===== src/rtl/serial_adder_pkg.sv =====
// serial_adder_pkg: shared width default and FSM state encoding for the bit-serial adder.
package serial_adder_pkg;
    localparam int WIDTH_DEF = 32;
    typedef enum logic [1:0] {IDLE, RUN, DONE} state_t;
endpackage


===== src/rtl/serial_adder_if.sv =====
// serial_adder_if: start handshake, operands and registered results of the bit-serial adder.
interface serial_adder_if
    import serial_adder_pkg::*;
#(
    parameter int WIDTH = WIDTH_DEF
) ();
    logic             start;
    logic [WIDTH-1:0] a;
    logic [WIDTH-1:0] b;
    logic             cin;
    logic             busy;
    logic             done;
    logic [WIDTH-1:0] sum;
    logic             cout;
    logic             ovf;
    modport master (output start, a, b, cin, input busy, done, sum, cout, ovf);
    modport slave (input start, a, b, cin, output busy, done, sum, cout, ovf);
endinterface


===== src/rtl/serial_adder_fulladd.sv =====
// serial_adder_fulladd: 1-bit full-adder cell, the addition twin of the subtractor cell.
module serial_adder_fulladd (
    input  logic a,
    input  logic b,
    input  logic cin,
    output logic sum,
    output logic cout
);
    assign sum  = a ^ b ^ cin;
    assign cout = (a & b) | (cin & (a ^ b));
endmodule


===== src/rtl/serial_adder.sv =====
// serial_adder: WIDTH-bit adder processing one bit per clock through a single full-adder cell.
module serial_adder
    import serial_adder_pkg::*;
#(
    parameter int WIDTH = WIDTH_DEF
) (
    input logic           clk,
    input logic           rst_n,
    serial_adder_if.slave bus
);
    localparam int CW = $clog2(WIDTH);

    state_t           state, nxt;
    logic [CW-1:0]    cnt;
    logic [WIDTH-1:0] sa, sb, sum_q;
    logic [WIDTH-2:0] ss;
    logic             c, fs, fc, run, last, done_q, cout_q, ovf_q;

    assign run  = state == RUN;
    assign last = cnt == CW'(WIDTH - 1);

    always_comb begin
        nxt = IDLE;
        nxt = run ? (last ? DONE : RUN) : (bus.start ? RUN : IDLE);
    end

    serial_adder_fulladd fa (.a(sa[0]), .b(sb[0]), .cin(c), .sum(fs), .cout(fc));

    always_ff @(posedge clk or negedge rst_n) begin
        if (!rst_n) begin
            state  <= IDLE;
            cnt    <= '0;
            sa     <= '0;
            sb     <= '0;
            ss     <= '0;
            c      <= 1'b0;
            done_q <= 1'b0;
            sum_q  <= '0;
            cout_q <= 1'b0;
            ovf_q  <= 1'b0;
        end else begin
            state  <= nxt;
            done_q <= run && last;
            if (!run && bus.start) begin
                sa  <= bus.a;
                sb  <= bus.b;
                c   <= bus.cin;
                cnt <= '0;
            end else if (run) begin
                sa  <= sa >> 1;
                sb  <= sb >> 1;
                ss  <= (WIDTH-1)'({fs, ss} >> 1);
                c   <= fc;
                cnt <= cnt + CW'(1);
            end
            // c holds the carry into the MSB while the last bit is processed
            if (run && last) begin
                sum_q  <= {fs, ss};
                cout_q <= fc;
                ovf_q  <= c ^ fc;
            end
        end
    end

    assign bus.busy = run;
    assign bus.done = done_q;
    assign bus.sum  = sum_q;
    assign bus.cout = cout_q;
    assign bus.ovf  = ovf_q;
endmodule


===== src/flat_wrapper.sv =====
// flat-port wrapper written by rule: the top's interface ports become plain ports
module serial_adder_flat import serial_adder_pkg::*;
#(
    parameter int WIDTH = WIDTH_DEF
)
  (clk, rst_n, bus_start, bus_a, bus_b, bus_cin, bus_busy, bus_done, bus_sum, bus_cout, bus_ovf);
  serial_adder_if #(.WIDTH(WIDTH)) bus_i ();
  input logic clk;
  input logic rst_n;
  input wire logic [$bits(bus_i.start)-1:0] bus_start;
  input wire logic [$bits(bus_i.a)-1:0] bus_a;
  input wire logic [$bits(bus_i.b)-1:0] bus_b;
  input wire logic [$bits(bus_i.cin)-1:0] bus_cin;
  output wire logic [$bits(bus_i.busy)-1:0] bus_busy;
  output wire logic [$bits(bus_i.done)-1:0] bus_done;
  output wire logic [$bits(bus_i.sum)-1:0] bus_sum;
  output wire logic [$bits(bus_i.cout)-1:0] bus_cout;
  output wire logic [$bits(bus_i.ovf)-1:0] bus_ovf;
  assign bus_i.start = bus_start;
  assign bus_i.a = bus_a;
  assign bus_i.b = bus_b;
  assign bus_i.cin = bus_cin;
  assign bus_busy = bus_i.busy;
  assign bus_done = bus_i.done;
  assign bus_sum = bus_i.sum;
  assign bus_cout = bus_i.cout;
  assign bus_ovf = bus_i.ovf;
  serial_adder #(.WIDTH(WIDTH)) u_core (.clk(clk), .rst_n(rst_n), .bus(bus_i));
endmodule

===== config.mk =====
export PLATFORM = sky130hd
export DESIGN_NAME = serial_adder_flat
export DESIGN_NICKNAME = d
export VERILOG_FILES = /design/src/rtl/serial_adder_pkg.sv /design/src/rtl/serial_adder_if.sv /design/src/rtl/serial_adder_fulladd.sv /design/src/rtl/serial_adder.sv /design/src/flat_wrapper.sv
export SDC_FILE = /design/constraint.sdc
export NUM_CORES = 1
export LEC_CHECK = 0
export ABC_AREA = 0
export CORE_MARGIN = 8
export CORE_UTILIZATION = 51
export CTS_CLUSTER_SIZE = 40
export DETAILED_ROUTE_END_ITERATION = 7
export PLACE_DENSITY = 0.84
export SLEW_MARGIN = 20
export SYNTH_ARGS = -nofsm -noshare
export SYNTH_HDL_FRONTEND = slang
export SYNTH_HIERARCHICAL = 1
export SYNTH_SLANG_ARGS = --single-unit
export TNS_END_PERCENT = 5

===== constraint.sdc =====
create_clock -name clk -period 4.6 [get_ports clk]
set_input_delay 0.92 -clock clk [delete_from_list [all_inputs] [get_ports clk]]
set_output_delay 0.92 -clock clk [all_outputs]
set_load 0.05 [all_outputs]

==> results_dict.tcl <==
set metrics [dict create \
    status "complete, no violations" \
    ys_seq_area_share_pct 57.8 \
    finalCritPeriodShare_pct 59.1 \
    ys_types 24 \
    cp-startpoint "u_core/bus.done$_DFF_PN0_" \
    nets 616 \
    whs_ps 475 \
    htree_levels 4 \
    timing_worst_setup_path_type "flip-flop to primary output" \
    drive_above_1_share_pct 18.8 \
    worst_pin_slew_ps 1090 \
    finClkSkew_ps 5.44 \
    ios 104 \
    die_x_um 124 \
    cts_tree "built" \
    first_global_vias 3840 \
    power_density_mw_per_mm2 714 \
    cts_buffers 17 \
    grt_pass1_wl_um 19100 \
    port-buffer-count 103 \
    crit_required_ps 3680 \
    arrival_ps 1800 \
    grt_max_degree 109 \
    cp_max_fo 3 \
    area_growth_pct 28.1 \
    postSynthAreaPerCell_um2 13.2 \
    setup.worst_path.end_class "primary output" \
    final.setup.tns_ps 0 \
    gp_congestion 0.697 \
    antenna_found_initial 1 \
    firstDrtPassIters 4 \
    irDropWorstVdd_mv 0.552 \
    syn_nets 521 \
    numClockSinks 137 \
    cap_violations 0 \
    vias_per_cell 5.21 \
    drt_drc_violations_left 0 \
    hold_start "u_core/sb[3]$_DFFE_PN0P_" \
    dieArea_mm2 0.0153 \
    clkSlewWorstSetupHoldPaths_ps 60 \
    start_util_pct 52.2 \
    drt_iter0_markers 290 \
    max_freq_mhz 368 \
    via_count 3653 \
    wl_per_cell_um 16.8 \
    hold_path.class "flip-flop to flip-flop" \
    postSynthCellCount 450 \
    clk_latency_ps 420 \
    worstSetupStartpointType "flip-flop" \
    fin_area_mm2 0.00760 \
    antenna_left 0 \
    ys_ff_latch 137 \
    syn_area_mm2 0.00593 \
    hpwl_um 7640 \
    post_cts_resized 0 \
    post_cts_buffers 0 \
    rsz0062_at_grt "false" \
    p_leak_uw 0.00366 \
    yosys_warnings 6 \
    placed_cell_area_mm2 0.00693 \
    clockRootBuffer "clkbuf_16" \
    slew_headroom_pct 27.0 \
    hold_buffers 0 \
    diodes 0 \
    coreArea_mm2 0.0114 \
    grt_overflow_total 0 \
    maxSlewViolCount 0 \
    setup_viol 0 \
    min_period_ps 2720 \
    cts_buffer_depth 2 \
    die_h_um 124 \
    r2r_start "u_core/bus.done$_DFF_PN0_" \
    finalHoldViolCount 0 \
    grt_usage_pct 16.3 \
    rows 39 \
    drt_wl_total_um 11800 \
]
## logic make-up (layout without fill, tap and decap cells)
group	after synthesis	in the layout	synth area share, %
flip-flops	137	137	57.8
multiplexers	132	132	26.0
AND/OR/NAND/NOR	77	77	5.25
AO/OA/AOI/OAI	67	67	5.71
buffers and inverters	32	140	4.20
adder cells (fa/ha/maj)	3	3	0.759
XOR/XNOR	2	2	0.295
## through the flow
stage	util, %	total power [uW]	std cells	worst slack [ps]
6_report	66.9	5430	701	1880
5_1_grt	66.9	5730	701	1820
4_1_cts	66.8	5500	701	1840
3_5_place_dp	60.9	3930	669	2130
3_3_place_gp	60.9	3830	669	2200
2_1_floorplan	-	3410	450	2370
## area by class of cell
type                       count  area (um2)
clock buffer                  22         484
clock inverter                10         188
fill                         838        3770
inverter                       1        3.75
multi-input combinational    281        2260
sequential                   137        3430
tap                          143         179
timing repair buffer         107        1060
## synthesized netlist by cell type
cell	count	share of area, %
a22o_1	1	0.15
and3_1	1	0.11
buf_2	10	0.84
buf_4	1	0.13
buf_6	12	2.3
buf_8	2	0.51
clkbuf_1	6	0.38
dfrtp_1	137	58
fa_1	1	0.34
ha_1	2	0.42
inv_1	1	0.063
mux2_2	32	6.1
mux2_4	34	8.6
mux2i_1	65	11
mux2i_4	1	0.38
nand2_1	67	4.2
nand2b_1	2	0.21
nand3_1	1	0.084
nand3b_1	1	0.13
nor2_1	4	0.25
nor2b_4	1	0.23
o21ai_0	59	5.0
o21ai_1	7	0.59
xnor2_1	2	0.30
## where the power goes
group | switching (uW) | total, uW | internal, uW | leakage (uW)
Clock | 498 | 1520 | 1020 | 0.000323
Sequential | 336 | 2050 | 1710 | 0.00177
Combinational | 992 | 1870 | 873 | 0.00157
## routing by layer
layer / global-route usage (%) / vias up / share of wire (%) / routed length [um]
li1: - / 1744 / - / -
met1: 19.7 / 1792 / 44 / 5160
met2: 26.2 / 97 / 48 / 5700
met3: 4.94 / 18 / 6.3 / 749
met4: 8.35 / 2 / 1.5 / 179
met5: 0 / - / 0.068 / 8
## placed cells by master, fill, tap and decap left out, drive strengths merged
cell           netlist  layout
buf                 25       6
mux2                66      66
o21ai               66      66
nor2b                1       1
and3                 1       1
xnor2                2       2
a22o                 1       1
fa                   1       1
nand2               67      67
clkdlybuf4s50        0     101
bufinv               0       5
mux2i               66      66
ha                   2       2
clkinv               0       2
nand3                1       1
nand2b               2       2
clkbuf               6      22
nand3b               1       1
clkinvlp             0       2
dfrtp              137     137
nor2                 4       4
inv                  1       2
## worst max-delay path: stages, from the launching register on
cell             delay (ps)
dfrtp_1                 420
nor2b_4                 130
clkdlybuf4s50_1         830
## registers in the layout, summed over array words and instances, names as in the netlist
register	flops
u_core/bus.sum	32
u_core/ss	31
u_core/bus.cout	1
u_core/c	1
u_core/sb	32
u_core/sa	32
u_core/state	1
u_core/cnt	5
u_core/bus.done	1
u_core/bus.ovf	1
## worst paths after layout
path                                                      end  slack, ps  cells past startpoint
worst max register to register       u_core/ss[5]$_DFFE_PN0P_       2350                      4
max in group asynchronous           u_core/ss[17]$_DFFE_PN0P_       3000                      2
worst min-delay path                 u_core/sb[2]$_DFFE_PN0P_        480                      2
min in group asynchronous       u_core/bus.sum[9]$_DFFE_PN0P_        610                      1
worst max-delay path                                 bus_busy       1880                      2
worst min register to register       u_core/sb[2]$_DFFE_PN0P_        480                      2
Note: power is estimated with default switching activity, not from simulation.
